<file path="src/rtl/switch_ram.sv">
// Switch-driven RAM: debounced Load / Clear / ClearAll buttons write, zero or sweep a
// 2^ADDR_W x DATA_W store; LED shows the word at A one clock later.
module switch_ram #(
    parameter int DATA_W    = 8,
    parameter int ADDR_W    = 5,
    parameter int DB_CYCLES = 4
) (
    input  logic              Clk,
    input  logic              Reset,
    input  logic [DATA_W-1:0] D,
    input  logic [ADDR_W-1:0] A,
    input  logic              Load,
    input  logic              Clear,
    input  logic              ClearAll,
    output logic [DATA_W-1:0] LED,
    output logic [ADDR_W-1:0] Ao,
    output logic              Busy,
    output logic              Ack
);

    localparam int DEPTH = 1 << ADDR_W;
    localparam int CNT_W = $clog2(DB_CYCLES + 1);
    localparam logic [CNT_W-1:0]  CNT_LAST = CNT_W'(DB_CYCLES - 1);
    localparam logic [ADDR_W:0]   PTR_LAST = (ADDR_W + 1)'(DEPTH - 1);

    typedef enum logic {
        IDLE,
        SWEEP
    } state_t;

    // Button index 0 = Load, 1 = Clear, 2 = ClearAll.
    logic [2:0]       btn_raw;
    logic             sync1_q [3];
    logic             sync2_q [3];
    logic             lvl_q   [3];
    logic             lvl_d   [3];
    logic [CNT_W-1:0] cnt_q   [3];
    logic [CNT_W-1:0] cnt_d   [3];
    logic             cmd     [3];

    assign btn_raw = {ClearAll, Clear, Load};

    generate
        for (genvar gi = 0; gi < 3; gi++) begin : g_btn
            // Level flips on the DB_CYCLES-th consecutive sample that disagrees with it.
            always_comb begin
                cnt_d[gi] = cnt_q[gi];
                lvl_d[gi] = lvl_q[gi];
                if (sync2_q[gi] == lvl_q[gi]) begin
                    cnt_d[gi] = '0;
                end else if (cnt_q[gi] == CNT_LAST) begin
                    cnt_d[gi] = '0;
                    lvl_d[gi] = ~lvl_q[gi];
                end else begin
                    cnt_d[gi] = cnt_q[gi] + CNT_W'(1);
                end
            end

            // Command fires in the same cycle the debounced level is about to rise.
            assign cmd[gi] = lvl_d[gi] & ~lvl_q[gi];

            always_ff @(posedge Clk) begin
                if (Reset) begin
                    sync1_q[gi] <= 1'b0;
                    sync2_q[gi] <= 1'b0;
                    cnt_q[gi]   <= '0;
                    lvl_q[gi]   <= 1'b0;
                end else begin
                    sync1_q[gi] <= btn_raw[gi];
                    sync2_q[gi] <= sync1_q[gi];
                    cnt_q[gi]   <= cnt_d[gi];
                    lvl_q[gi]   <= lvl_d[gi];
                end
            end
        end
    endgenerate

    state_t            state_q, state_d;
    logic [ADDR_W:0]   ptr_q, ptr_d;
    logic              ack_q, ack_d;
    logic              we;
    logic [ADDR_W-1:0] waddr;
    logic [DATA_W-1:0] wdata;

    always_comb begin
        state_d = state_q;
        ptr_d   = ptr_q;
        ack_d   = 1'b0;
        we      = 1'b0;
        waddr   = A;
        wdata   = D;
        case (state_q)
            IDLE: begin
                if (cmd[2]) begin
                    state_d = SWEEP;
                    ptr_d   = '0;
                end else if (cmd[0] && !lvl_d[1]) begin
                    we    = 1'b1;
                    ack_d = 1'b1;
                end else if (cmd[1] && !lvl_d[0]) begin
                    we    = 1'b1;
                    wdata = '0;
                    ack_d = 1'b1;
                end
            end
            SWEEP: begin
                we    = 1'b1;
                waddr = ptr_q[ADDR_W-1:0];
                wdata = '0;
                ptr_d = ptr_q + (ADDR_W + 1)'(1);
                if (ptr_q == PTR_LAST) begin
                    state_d = IDLE;
                    ack_d   = 1'b1;
                end
            end
        endcase
    end

    always_ff @(posedge Clk) begin
        if (Reset) begin
            state_q <= SWEEP;
            ptr_q   <= '0;
            ack_q   <= 1'b0;
        end else begin
            state_q <= state_d;
            ptr_q   <= ptr_d;
            ack_q   <= ack_d;
        end
    end

    // Storage has no reset; the post-reset sweep is what zeroes it.
    logic [DATA_W-1:0] store_q [DEPTH];

    always_ff @(posedge Clk) begin
        if (we && !Reset) begin
            store_q[waddr] <= wdata;
        end
    end

    logic [DATA_W-1:0] led_q;
    logic [ADDR_W-1:0] ao_q;

    always_ff @(posedge Clk) begin
        if (Reset) begin
            led_q <= '0;
            ao_q  <= '0;
        end else begin
            led_q <= store_q[A];
            ao_q  <= A;
        end
    end

    assign LED  = led_q;
    assign Ao   = ao_q;
    assign Busy = (state_q == SWEEP);
    assign Ack  = ack_q;

endmodule

</file>
<file path="config.mk">
export PLATFORM = sky130hd
export DESIGN_NAME = switch_ram
export DESIGN_NICKNAME = d
export VERILOG_FILES = /design/src/rtl/switch_ram.sv
export SDC_FILE = /design/constraint.sdc
export NUM_CORES = 1
export LEC_CHECK = 0
export CAP_MARGIN = 30
export CORE_MARGIN = 2
export CORE_UTILIZATION = 55
export CTS_BUF_LIST = sky130_fd_sc_hd__clkbuf_16
export DETAILED_ROUTE_END_ITERATION = 8
export GPL_TIMING_DRIVEN = 1
export PLACE_DENSITY = 0.77
export SYNTH_ARGS = -nofsm -noshare
export SYNTH_HDL_FRONTEND = slang
export SYNTH_SLANG_ARGS = --single-unit
</file>
<file path="constraint.sdc">
create_clock -name Clk -period 4.7 [get_ports Clk]
set_input_delay 1.41 -clock Clk [delete_from_list [all_inputs] [get_ports Clk]]
set_output_delay 1.41 -clock Clk [all_outputs]
set_load 0.02 [all_outputs]
</file>
==> results of run 1 <==
[metal layers]
layer | wire length [microns] | share of wire (%) | up-vias | GRT usage, %
met5 | 0 | 0 | - | 0
met3 | 2210 | 8.9 | 60 | 3.32
li1 | - | - | 2726 | -
met2 | 11600 | 47 | 369 | 35.5
met1 | 10100 | 41 | 3204 | 32.6
met4 | 913 | 3.7 | 0 | 7.92
[cell usage in the layout, fill, tap and decap left out, drive strengths merged, types with 7 or more instances in the layout]
cell type,n
nand2,26
mux2i,11
a21oi,7
edfxtp,256
and2,16
clkbuf,28
mux4,57
o21a,10
buf,29
o22ai,16
dfxtp,39
clkdlybuf4s50,30
nor2,71
a2111oi,7
clkinv,17
inv,13
a211oi,10
ha,7
mux2,15
nor2b,13
nor4,10
[per-stage QoR]
step	hold slack [ps]	worst slack, ps	total power [mW]	area [sq um]	std cells
final	422	1130	5.25	13300	1009
after global routing	437	958	5.39	13300	1009
after CTS	428	1200	5.27	13300	1009
after detailed placement	419	681	3.11	12400	957
after global placement	406	786	3.10	12400	957
after floorplan	399	996	3.03	11700	655
[critical path: cells and delay by family]
family	cells	cell delay, ps
AOI/OAI and AO/OA	1	310
buffers and inverters	1	840
and+or+nand+nor	4	1150
[state kept, by name, indices dropped and copies added (netlist names)]
register	cells
cnt_q	9
sync1_q	3
Ao	5
Ack	1
Busy	1
ptr_q	6
store_q	256
lvl_q	3
sync2_q	3
LED	8
[path summary, 6_finish.rpt]
path	from	end	slack [ps]	cells after the start
setup / recovery	A[4]	store_q[23][5]	1130	6
hold / removal	cnt_q[1][0]	cnt_q[1][0]	420	1
setup reg to reg	cnt_q[0][0]	store_q[16][4]	1830	7
hold reg to reg	cnt_q[1][0]	cnt_q[1][0]	420	1
[logic make-up after synthesis]
logic type	share of synthesized area (%)
flip-flops	72.5
buffers and inverters	1.99
AO/OA/AOI/OAI	3.90
multiplexers	14.1
AND/OR/NAND/NOR	6.61
adder cells (fa/ha/maj)	0.749
XOR/XNOR	0.225
[layout make-up]
cell class              count  area [sq um]
flip-flops and latches    295          8470
well taps                 275           344
multi-input cells         317          2990
repair buffers             59           515
clock buffers              28           701
inverters                  11          41.3
fillers                  1376          7690
clock inverters            24           205
[power by group]
group	leakage [nW]	internal [mW]	switching, mW
clock network	0.454	1.25	0.944
registers	2.21	2.83	0.0125
logic	1.09	0.0879	0.121
total	3.76	4.17	1.08
==> summary.md, run 1 <==
| Metric | Value |
|---|---|
| Outcome | `finished, final reports clean` |
| CTS tree | `built` |
| Crit. End Element | `flip-flop` |
| Critical path's largest stage delay | `840 ps` |
| Core region area | `0.0210 sq mm` |
| Port Buffers | `32` |
| Finished Core Util | `63.3%` |
| Commonest cells post-synth | `edfxtp_1 (256), nor2_1 (71), dfxtp_1 (39)` |
| Final setup violation count | `0` |
| Row cnt | `53` |
| Hold crit path type | `flip-flop to flip-flop` |
| 1st-pass router iterations | `6` |
| Top cell type's share of synthesized area | `65.8%` |
| Synth warnings | `0` |
| CTS resizes | `0` |
| Maxcap violations | `0` |
| ANT nets after route | `0` |
| Sum Neg Setup Slack | `0 ps` |
| Slew at the pin closest to its max-slew limit | `1040 ps` |
| Total CTS buffers | `28` |
| Most Frequent Cell on Critical Path | `nor2_1` |
| Vias in the first global route | `6238` |
| Setup repair bufs after CTS | `0` |
| Fin. Hold Viols | `0` |
| Syn Inst Count | `655` |
| Routability congestion estimate | `0.906` |
| Critical Path Fanout Max | `14` |
| Critical path's slowest cell | `clkdlybuf4s50_1` |
| Num ports | `33` |
| Top-count cell post-synth | `edfxtp_1` |
| Synth top area cells | `edfxtp_1 (66%), mux4_2 (6.7%), dfxtp_1 (6.7%)` |
| Final slew viol count | `0` |
| Clock slew at reported path FFs | `60 ps` |
| Unrepaired setup endpoints after global routing | `no` |
| Number of synthesized register bits | `295` |
| Period utilization | `76.0%` |
| Area grow syn2layout | `13.5%` |
| Synthesized area per cell | `17.8 sq um` |
| Wire length per cell | `24.6 microns` |
| Worst setup path class | `input port to flip-flop` |
| EDFF count, synth | `256` |
| CTS H-tree lvls | `1` |
| Static leakage | `3.76 nW` |
| Power Density | `396 mW/mm^2` |
| Layout cell share with drive strength beyond 1 | `17.3%` |
| Vias | `6359` |
| Initial core utilization | `55.8%` |
| Critical Path Source Type | `input port` |
| Synth Flop Type | `edfxtp_1` |
| First-pass GRT wire length | `37.4 mm` |
| Worst rel slew slack | `30.9%` |
| Clk buf depth | `3` |
| Min Clock Period, post-route | `3570 ps` |
| Post-synthesis net count | `680` |
| Post-Syn Area | `0.0117 sq mm` |
| Max VDD drop | `229 uV` |
| Total track usage | `22.5%` |
| FFs w/ async S/R, synth | `0%` |
| Final Routed Wirelength | `24.8 mm` |
| Register area share after synthesis | `72.5%` |
| Sequence of cells on the critical path | `clkdlybuf4s50_1 -> nand2b_1 -> o21a_1 -> nor2_1 -> nand2_1 -> nor2_1` |
| Post-synth top area cell | `edfxtp_1` |
| Final Skew | `28.4 ps` |
| Cell variety after synth | `44` |
| Average vias per placed instance | `6.30` |
| Initial DRC count | `723` |
| Hold buffer count at CTS | `0` |
| Nets | `737` |
| CP required | `4860 ps` |
| DRC viols | `0` |
| Grt total ovfl | `0` |
| Highest clock rate | `280 MHz` |
| Die area | `0.0224 sq mm` |
| Inserted Diodes | `0` |
| Post-DP HPWL | `15.1 mm` |
| Crit path DAT | `3730 ps` |
| Root Buffer | `clkbuf_16` |
| Die span in x | `150 microns` |
| Clk sinks | `295` |
| Largest net degree at the start of global routing | `49` |
| Clock latency on the worst-skew pair | `550 ps` |
| Die height | `150 microns` |
| Initial antenna violation count | `0` |
Note: power is estimated with default switching activity, not from simulation.
==> inputs of run 2 (changes only) <==
- clock period: 4.7 -> 3.3 ns (I/O delays scaled with it)
==> summary.md, run 2 (synthesized netlist as in run 1, its figures left out) <==
| Metric | Value |
|---|---|
| Outcome | `finished, final reports clean` |
| Clk sinks | `295` |
| Die height | `150 microns` |
| Crit path DAT | `2070 ps` |
| Initial DRC count | `805` |
| Setup repair bufs after CTS | `0` |
| FILL cells | `1372` |
| Post-DP HPWL | `16.0 mm` |
| Sum Neg Setup Slack | `0 ps` |
| Nets | `773` |
| CTS H-tree lvls | `1` |
| Setup ws final | `239 ps` |
| DRC viols | `0` |
| Clk buf depth | `3` |
| Maxcap violations | `0` |
| Die area | `0.0224 sq mm` |
| Num ports | `33` |
| Commonest non-fill, non-tap cell in the layout | `edfxtp_1` |
| M2 GR Usage | `36.9%` |
| Fin. Hold Viols | `0` |
| Crit. End Element | `output pin` |
| Biggest register | `store_q` |
| Static leakage | `3.95 nW` |
| Final slew viol count | `0` |
| Die span in x | `150 microns` |
| Critical Path Fanout Max | `20` |
| Buf/Inv on CP | `1` |
| Max VDD drop | `364 uV` |
| FF-to-FF setup slack | `470 ps` |
| Grt total ovfl | `0` |
| Worst setup path class | `flip-flop to output pin` |
| GRT busiest layer | `met2` |
| Port Buffers | `32` |
| Vias | `6475` |
| Final Skew | `8.67 ps` |
| Worst rel slew slack | `47.2%` |
| Unrepaired setup endpoints after global routing | `no` |
| Root Buffer | `clkbuf_16` |
| Critical path's slowest cell | `dfxtp_1` |
| Vias in the first global route | `6517` |
| M3 GR Usage | `3.93%` |
| Average vias per placed instance | `6.20` |
| Most frequent cells in the layout | `edfxtp_1 (256), nor2_1 (71), buf_4 (63)` |
| Core region area | `0.0210 sq mm` |
| Power Density | `551 mW/mm^2` |
| Wire length per cell | `23.8 microns` |
| First-pass GRT wire length | `38.2 mm` |
| Clock latency on the worst-skew pair | `540 ps` |
| Min Clock Period, post-route | `3060 ps` |
| Largest net degree at the start of global routing | `33` |
| 1st-pass router iterations | `5` |
| Total track usage | `22.9%` |
| Period utilization | `92.7%` |
| Largest register FFs | `256` |
| Inserted Diodes | `0` |
| Initial antenna violation count | `0` |
| Layout cell share with drive strength beyond 1 | `20.4%` |
| Initial core utilization | `55.8%` |
| Final setup violation count | `0` |
| Hold crit path type | `flip-flop to flip-flop` |
| Met1 Track Usage GR | `32.0%` |
| Pre-CTS setup slack | `148 ps` |
| CTS tree | `built` |
| Critical path's largest stage delay | `790 ps` |
| Highest clock rate | `327 MHz` |
| Final Routed Wirelength | `24.8 mm` |
| Slew at the pin closest to its max-slew limit | `790 ps` |
| Delay-heaviest family, CP | `flip-flops` |
| ANT nets after route | `0` |
| Clock slew at reported path FFs | `60 ps` |
| CTS resizes | `0` |
| Routability congestion estimate | `0.974` |
| Sequence of cells on the critical path | `clkdlybuf4s50_1` |
| Total CTS buffers | `28` |
| Row cnt | `53` |
| Critical Path Source Type | `flip-flop` |
| CP required | `2310 ps` |
| Hold buffer count at CTS | `0` |
| Area grow syn2layout | `15.8%` |
-- run 2: cell type report --
cell class	count	area [sq um]	area share, %
sequential	295	8470	62.5
clock buffer	29	726	5.36
tap	275	344	2.54
clock inverter	22	175	1.29
timing repair buffer	95	798	5.90
multi-input combinational	317	2990	22.1
inverter	11	41.3	0.305
-- run 2: final timing paths --
check,startpoint,to,cells past startpoint
setup reg to reg,cnt_q[0][0],store_q[22][4],9
setup / recovery,Busy,Busy,1
hold reg to reg,cnt_q[2][0],cnt_q[2][0],1
hold / removal,cnt_q[2][0],cnt_q[2][0],1
-- run 2: per-stage QoR --
| step | power, mW | hold WS [ps] | area, sq um | util (%) | instances |
|---|---|---|---|---|---|
| 2_1_floorplan | 4.32 | 399 | 11700 | - | 655 |
| 3_3_place_gp | 4.43 | 407 | 12600 | 60.3 | 993 |
| 3_5_place_dp | 4.44 | 426 | 12600 | 60.3 | 993 |
| 4_1_cts | 7.50 | 435 | 13500 | 64.6 | 1044 |
| 5_1_grt | 7.67 | 449 | 13500 | 64.6 | 1044 |
| 6_report | 7.46 | 428 | 13500 | 64.6 | 1044 |
-- run 2: power breakdown --
part           switching, mW  leakage [nW]  internal, mW
Sequential            0.0201          2.21          4.04
Clock                   1.27         0.459          1.81
Combinational          0.176          1.28         0.136
Total                   1.47          3.95          5.99
-- run 2: metal layers --
metal  routed length, microns  vias to the layer above
li1                         -                     2792
met1                     9980                     3275
met2                    12000                      341
met3                     2090                       67
met4                      729                        0
met5                        0                        -
==> inputs of run 3 (changes only) <==
- CELL_PAD_IN_SITES_DETAIL_PLACEMENT: not set -> 1
- CELL_PAD_IN_SITES_GLOBAL_PLACEMENT: not set -> 1
- PLACE_DENSITY: 0.77 -> 0.86
- clock period: 3.3 -> 3.9 ns (I/O delays scaled with it)
==> summary.md, run 3 (synthesized netlist as in run 1, its figures left out) <==
| Metric | Value |
|---|---|
| DRC viols | `0` |
| CTS tree | `built` |
| CTS H-tree lvls | `1` |
| Worst r2r src | `cnt_q[0][0]` |
| Clk sinks | `295` |
| Clk buf depth | `3` |
| Switching Power | `1.30 mW` |
| Total CTS buffers | `29` |
| Initial core utilization | `55.8%` |
| Most frequent cells in the layout | `edfxtp_1 (256), nor2_1 (71), dfxtp_1 (39)` |
| Routability congestion estimate | `0.907` |
| Clock share of power | `41.7%` |
| Delay-heaviest family, CP | `flip-flops` |
| Port Buffers | `32` |
| Nets | `747` |
| Hold buffer count at CTS | `0` |
| Worst setup path class | `flip-flop to output pin` |
| Num ports | `33` |
| First-pass GRT wire length | `42.1 mm` |
| Critical Path Source Type | `flip-flop` |
| Min Clock Period, post-route | `3240 ps` |
| Fin. Hold Viols | `0` |
| Sequence of cells on the critical path | `clkdlybuf4s50_1` |
| Critical path's largest stage delay | `760 ps` |
| Row cnt | `53` |
| Final instance count without filler cells | `1017` |
| Static leakage | `3.83 nW` |
| Pre-CTS setup slack | `307 ps` |
| Setup ws final | `659 ps` |
| Placed insts | `965` |
| Buf/Inv on CP | `1` |
| Critical Path Fanout Max | `18` |
| Die span in x | `150 microns` |
| Crit path depth | `1` |
| Unrepaired setup endpoints after global routing | `no` |
| R2R Path End | `store_q[22][6]` |
| Crit path DAT | `2070 ps` |
| Highest clock rate | `309 MHz` |
| Final Routed Wirelength | `27.9 mm` |
| Area grow syn2layout | `14.1%` |
| CTS resizes | `0` |
| FF-to-FF setup slack | `870 ps` |
| Die area | `0.0224 sq mm` |
| CP required | `2730 ps` |
| Setup repair bufs after CTS | `0` |
| Outcome | `finished, final reports clean` |
| Slew at the pin closest to its max-slew limit | `788 ps` |
| Maxcap violations | `0` |
| Internal Power | `5.03 mW` |
| ANT nets after route | `0` |
| Period utilization | `83.1%` |
| Crit path to | `Busy` |
| Hold crit path type | `flip-flop to flip-flop` |
| Total track usage | `25.9%` |
| Largest register FFs | `256` |
| Power Density | `475 mW/mm^2` |
| Initial antenna violation count | `0` |
| Worst Hold Slack | `438 ps` |
| Root Buffer | `clkbuf_16` |
| Sw Ratio | `20.5%` |
| Fin area | `0.0133 sq mm` |
| Worst rel slew slack | `47.3%` |
| Commonest non-fill, non-tap cell in the layout | `edfxtp_1` |
| Sequential share of power | `54.2%` |
| Combinational cell fraction of total power | `4.1%` |
| Reg2Reg Depth | `9` |
| Setup crit start | `Busy` |
| Clock slew at reported path FFs | `60 ps` |
| Layout cell share with drive strength beyond 1 | `17.9%` |
| DP Area | `0.0124 sq mm` |
| Final Skew | `27.1 ps` |
| Sum Neg Setup Slack | `0 ps` |
| Final slew viol count | `0` |
| Die height | `150 microns` |
| Initial DRC count | `649` |
| Crit. End Element | `output pin` |
| Core region area | `0.0210 sq mm` |
| Max VDD drop | `440 uV` |
| Final setup violation count | `0` |
| Average vias per placed instance | `6.20` |
| Grt total ovfl | `0` |
| Vias | `6308` |
| 1st-pass router iterations | `5` |
| Biggest register | `store_q` |
| Wire length per cell | `27.5 microns` |
| Largest net degree at the start of global routing | `42` |
| Vias in the first global route | `6797` |
| Critical path's slowest cell | `dfxtp_1` |
| Post-DP HPWL | `17.6 mm` |
| Clock latency on the worst-skew pair | `560 ps` |
## run 3: cell type report
type                            instances  area (sq um)
Inverter                               11          41.3
Multi-Input combinational cell        317          2990
Timing Repair Buffer                   68           603
Tap cell                              275           344
Sequential cell                       295          8470
Clock inverter                         20           139
Clock buffer                           30           751
Antenna cell                            1          2.50
Fill cell                            1795          7620
## run 3: per-layer routing
| metal | track usage, % | vias to the layer above | share of wire [%] |
|---|---|---|---|
| met2 | 43.7 | 279 | 51 |
| met5 | 0 | - | 0 |
| met1 | 34.0 | 3222 | 39 |
| met3 | 4.88 | 74 | 6.8 |
| met4 | 9.39 | 0 | 3.6 |
| li1 | - | 2733 | - |
## run 3: worst min-delay path by stage
stage | startpoint | end | slack (ps) | cells after the start
3_3_place_gp | cnt_q[2][0] | cnt_q[2][0] | 410 | 1
4_1_cts | cnt_q[0][0] | cnt_q[0][0] | 440 | 1
5_1_grt | cnt_q[0][0] | cnt_q[0][0] | 460 | 1
3_5_place_dp | cnt_q[0][0] | cnt_q[0][0] | 410 | 1
2_1_floorplan | cnt_q[0][0] | cnt_q[0][0] | 400 | 1
6_report | cnt_q[0][0] | cnt_q[0][0] | 440 | 1
## run 3: metrics by stage
step	utilization, %	total power [mW]
global route	63.6	6.49
floorplan	-	3.65
CTS	63.6	6.36
finish	63.6	6.33
detailed placement	59.3	3.75
global placement	59.3	3.74
## run 3: worst register-to-register path: stages (launching register included)
cell and delay [ps]:
dfxtp_1 340, ha_1 150, ha_1 230, nand2_1 80, or4b_1 520, o21ai_2 150, a21oi_2 100, buf_8 180
nor4_1 680, buf_4 290
## run 3: power by group through the flow
| stage | logic (mW) | clock network (mW) | registers [mW] |
|---|---|---|---|
| 2_1_floorplan | 0.148 | 0 | 3.50 |
| 3_5_place_dp | 0.254 | 0 | 3.50 |
| 5_1_grt | 0.272 | 2.79 | 3.43 |
| 3_3_place_gp | 0.244 | 0 | 3.50 |
| 4_1_cts | 0.257 | 2.67 | 3.43 |
| 6_report | 0.259 | 2.64 | 3.43 |
==> edit 1: new RTL, config.mk and constraints of run 1 <==
Set the parameter `ADDR_W` to 4 (it was 5).
--- a/src/rtl/switch_ram.sv
+++ b/src/rtl/switch_ram.sv
@@ -3,5 +3,5 @@
 module switch_ram #(
     parameter int DATA_W    = 8,
-    parameter int ADDR_W    = 5,
+    parameter int ADDR_W    = 4,
     parameter int DB_CYCLES = 4
 ) (
Interface: changed (resized A and Ao); port bits go from 33 to 31. No check against the original RTL was run, so the function may have changed too.
==> edit 1 against run 1 <==
The flow now finishes with violations (design-rule violations); setup slack gained 0.24 ns; power shrank 42%; worst hold slack gained 0.0046 ns; sequential share of layout area shrank 2.6 points; sequential cell count shrank 130; design area shrank 44%; register-to-register slack gained 0.11 ns; routed wire length shrank 48%; sequential power shrank 44%; synthesized area shrank 44%; via count shrank 44%; count of clock-buffer cells in the layout shrank 11; critical path type unchanged; highest routed layer unchanged.
==> edit 1: results (changes against run 1) <==
status: "finished with violations"
violations: "design-rule violations"
final_layout_size_suffix_gt1_share_pct: 11.7  # -5.6 points
fillers: 801  # -42%
finalNetCount: 474  # -36%
wirelength_mm: 12.9  # -48%
grt_first_pass_wirelength_mm: 19.8  # -47%
dp_cells: 573  # -40%
synthDistinctLibCells: 41  # -6.8%
cp_top_family: "buffers and inverters"
seq_area_frac_synth_pct: 70.3  # -2.2 points
syn_avg_cell_area_um2: 15.8  # -11%
first_pass_iters: 7  # +1
maxSlewHeadroom_pct: 31.5  # +0.69 points
grt.total_usage_pct: 21.6  # -0.94 points
gp_congestion: 0.852  # -6.0%
use_met2_pct: 36.5  # +1.0 points
drc: 1  # +1
p_leak_uw: 0.00278  # -26%
grt_pass1_vias: 3613  # -42%
slowest_stage: "a21oi_1"
grt_use_met1_pct: 26.3  # -6.3 points
port_buffers: 30  # -6.3%
grt_util_met3_pct: 5.84  # +2.5 points
mappedNetlistNets: 437  # -36%
htreeDepth: 4  # +3
cts_made_buffers: 17  # -39%
cts_buffer_depth: 2  # -1
place_hpwl_mm: 8.70  # -42%
irDropWorstVdd_mv: 0.243  # +6.3%
intPower_uw: 2460  # -41%
synth_top_cells_by_area: "edfxtp_1, dfxtp_1, mux2i_1, mux4_2, a22oi_1"
arrival_ns: 3.38  # -0.35 ns
initialDrtViolationCount: 405  # -44%
crit_fanout: 12  # -2
grt_max_degree: 39  # -20%
r2r_setup_slack_ns: 1.94  # +0.11 ns
vias: 3568  # -44%
clock_latency_ns: 0.42  # -0.13 ns
finalNonFillerCells: 605  # -40%
## edit 1: cell count changes in the layout (fill, tap and decap cells not counted), moves of 11 or more
cell / delta
edfxtp_1: -128
nor2_1: -48
mux2i_1: +33
buf_4: -23
mux4_2: -23
a22oi_1: +22
mux4_1: -22
a21oi_1: +17
o22ai_1: -16
mux2_2: -15
nand2_1: -14
clkbuf_16: -11
## edit 1: metrics by stage
step	setup slack, ns	util [%]	total power [uW]	cell area, um2	hold slack (ns)
after floorplan	1.79	-	1710	6530	0.397
after global placement	1.03	60.0	1760	6900	0.404
after detailed placement	0.943	60.0	1760	6900	0.419
after CTS	1.38	64.9	3080	7480	0.427
after global routing	1.19	64.9	3160	7480	0.442
final	1.36	64.9	3070	7480	0.426
## edit 1: final timing paths
check,start,end,cells after the start
max,A[2],store_q[3][2]$_DFFE_PP_,5
min,cnt_q[0][0]$_SDFF_PP0_,cnt_q[0][0]$_SDFF_PP0_,1
max reg2reg,cnt_q[0][0]$_SDFF_PP0_,store_q[11][1]$_DFFE_PP_,6
min reg2reg,cnt_q[0][0]$_SDFF_PP0_,cnt_q[0][0]$_SDFF_PP0_,1
## edit 1: area by class of cell
type                            count  area, um2  area share [%]
Clock buffer                       17        425            5.69
Clock inverter                     15        149            1.99
Inverter                           11       41.3           0.552
Multi-Input combinational cell    219       1770            23.6
Sequential cell                   165       4580            61.3
Tap cell                          143        179            2.39
Timing Repair Buffer               35        333            4.45
## edit 1: cell families after synthesis
group | synth area share [%]
xor+xnor | 0.403
mux | 10.9
compound gates | 7.36
buf+inv | 2.67
flops | 70.3
simple gates | 6.88
fa+ha+maj | 1.53
## edit 1: power by group through the flow
stage,Clock [uW],Combinational [uW],Sequential (uW)
after CTS,1350,146,1590
after global routing,1420,156,1590
after floorplan,0,87.8,1630
after detailed placement,0,145,1620
after global placement,0,142,1620
final,1330,146,1590
## edit 1: worst reg2reg max path, delay by kind of cell (launching register included)
family | cells | cell delay (ns)
compound gates | 3 | 1.26
fa+ha+maj | 2 | 0.42
flops | 1 | 0.33
mux | 1 | 0.37
## edit 1: routing by layer
layer,routed length [um],vias to the layer above
met1,4930,1759
met4,286,0
met3,837,26
met5,0,-
li1,-,1654
met2,6830,129
==> edit 2: new RTL, flow settings as in run 1 <==
Without the edit above. Reset style: asynchronous (`Reset`), changed in 3 clocked blocks.
--- a/src/rtl/switch_ram.sv
+++ b/src/rtl/switch_ram.sv
@@ -60,5 +60,5 @@
             assign cmd[gi] = lvl_d[gi] & ~lvl_q[gi];
 
-            always_ff @(posedge Clk) begin
+            always_ff @(posedge Clk or posedge Reset) begin
                 if (Reset) begin
                     sync1_q[gi] <= 1'b0;
@@ -117,5 +117,5 @@
     end
 
-    always_ff @(posedge Clk) begin
+    always_ff @(posedge Clk or posedge Reset) begin
         if (Reset) begin
             state_q <= SWEEP;
@@ -141,5 +141,5 @@
     logic [ADDR_W-1:0] ao_q;
 
-    always_ff @(posedge Clk) begin
+    always_ff @(posedge Clk or posedge Reset) begin
         if (Reset) begin
             led_q <= '0;
Behaviour: differs if Reset is asserted again (counterexample within 4 cycles, from zero or initial values and one cycle with Reset high); with Reset held inactive, the same outputs for 10 cycles.
==> edit 2 against run 1 <==
Via count fell by 6.3%; sequential cell count did not move; synthesized area barely moved; routed wire length rose by 2.4%; design area rose by 2.9%; synthesized cell count fell by 12%; clock skew fell by 0.011 ns; die area barely moved; utilization rose by 1.9 points; setup slack improved by 0.10 ns; critical path depth fell by 5; highest routed layer unchanged.
Power is not compared: it rests on default switching activity, and its combinational part moved more than twofold at a synthesized area within 25%.
==> edit 2: results (changes against run 1) <==
grt_util_met3_pct: 3.51  # +0.18 points
p_leak_uw: 0.00462
grt.total_usage_pct: 23.9  # +1.4 points
synthDistinctLibCells: 39  # -11%
cts_buffer_depth: 3  # unchanged
largest_reg_flops: 256  # unchanged
status: "completed"
antenna_found_initial: 1  # +1
port_buffers: 32  # unchanged
clock_latency_ns: 0.54
cts_root_buf: "clkbuf_16"
synth_top_cells_by_area: "edfxtp_1, mux4_2, dfrtp_1, mux4_1, a21oi_1"
initialDrtViolationCount: 462  # -36%
finalNonFillerCells: 955  # -5.4%
dp_cells: 897  # -6.3%
first_pass_iters: 5  # -1
placed_area_um2: 12600  # +2.2%
skew_ns: 0.0175  # -0.0108 ns
use_met2_pct: 40.3  # +4.8 points
cts.clk_slew.worst_paths_ns: 0.06  # about the same
gp_congestion: 0.882  # -2.7%
arrival_ns: 2.06  # -1.67 ns
mappedNetlistNets: 597  # -12%
postCtsResizedCells: 0  # unchanged
seq_area_frac_synth_pct: 74.1  # +1.6 points
hold_path_class: "reg2reg"
place_hpwl_mm: 15.7  # +3.7%
fillers: 1380  # +0.29%
crit_fanout: 28  # +14
synth_enable_flop_cells: 256  # unchanged
grt_max_degree: 44  # -10%
ys_top_cells_by_count: "edfxtp_1, mux4_2, dfrtp_1, nand2_1, a21oi_1"
htreeDepth: 1  # unchanged
synth.most_common_cell: "edfxtp_1"
cp_top_family: "flip-flops"
wl_per_cell_um: 26.6  # +8.2%
cts_made_buffers: 28  # unchanged
power.density_nw_per_um2: 475
maxSlewHeadroom_pct: 33.5  # +2.6 points
final_layout_size_suffix_gt1_share_pct: 26.4  # +9.1 points
regMostFlops: "store_q"
syn_inst: 575  # -12%
finalNetCount: 679  # -7.9%
slowest_stage: "dfstp_2"
vias: 5960  # -6.3%
yosysWarnings: 0  # unchanged
grt_first_pass_wirelength_mm: 38.7  # +3.4%
critPathMaxStageDelay_ns: 0.84  # about the same
grt_pass1_vias: 6227  # -0.18%
ys_async_sr_fraction_pct: 13.2  # +13 points
grt_use_met1_pct: 32.9  # +0.35 points
edit 2: cell types whose count changed in the layout (fill, tap and decap cells not counted), sizes merged, moves of 16 or more:
cell and delta:
nor2 -70, dfxtp -39, dfrtp +38, a21oi +26, buf +23, mux4 +23, o22ai -16
edit 2: kinds of logic after synthesis:
kind of cell / share of synthesized area (%)
AO/OA/AOI/OAI: 2.80
XOR/XNOR: 0.299
adder cells (fa/ha/maj): 0.428
buffers and inverters: 1.44
flip-flops: 74.1
multiplexers: 16.8
AND/OR/NAND/NOR: 4.16
edit 2: layout make-up:
| class | instances | area (um2) | area share (%) |
|---|---|---|---|
| multi-input cells | 247 | 2870 | 21.0 |
| flip-flops and latches | 295 | 8660 | 63.5 |
| diodes | 1 | 2.50 | 0.0183 |
| inverters | 2 | 7.51 | 0.0550 |
| clock inverters | 23 | 176 | 1.29 |
| well taps | 275 | 344 | 2.52 |
| repair buffers | 83 | 861 | 6.31 |
| clock buffers | 29 | 726 | 5.32 |
edit 2: worst paths after layout:
| path | cells past startpoint | start | end | slack (ns) |
|---|---|---|---|---|
| setup / recovery | 1 | Busy$_DFF_PP1_ | Busy | 1.23 |
| max in group asynchronous | 3 | Reset | Busy$_DFF_PP1_ | 2.79 |
| min in group asynchronous | 2 | Reset | lvl_q[0]$_DFF_PP0_ | 1.38 |
| setup reg to reg | 6 | cnt_q[6]$_DFF_PP0_ | store_q[12][0]$_DFFE_PP_ | 1.79 |
| hold reg to reg | 0 | sync1_q[0]$_DFF_PP0_ | sync2_q[0]$_DFF_PP0_ | 0.35 |
| hold / removal | 0 | sync1_q[0]$_DFF_PP0_ | sync2_q[0]$_DFF_PP0_ | 0.35 |
edit 2: metrics by stage:
stage	utilization, %	worst slack (ns)	total power (uW)
floorplan	-	1.20	3890
global placement	59.8	0.885	4180
detailed placement	60.3	0.873	4280
CTS	64.6	1.22	6460
global route	65.1	1.14	6720
finish	65.1	1.23	6480
edit 2: report_power, final:
part / internal [uW] / leakage (uW) / switching [uW]
clock network: 1270 / 0.000466 / 917
logic: 388 / 0.00133 / 604
registers: 3180 / 0.00282 / 119
total: 4840 / 0.00462 / 1640
edit 2: per-layer routing:
layer | share of wire (%) | vias up | routed length, um
li1 | - | 2533 | -
met1 | 39 | 3117 | 9840
met5 | 0 | - | 0
met4 | 3.7 | 0 | 947
met3 | 6.0 | 67 | 1540
met2 | 52 | 243 | 13100
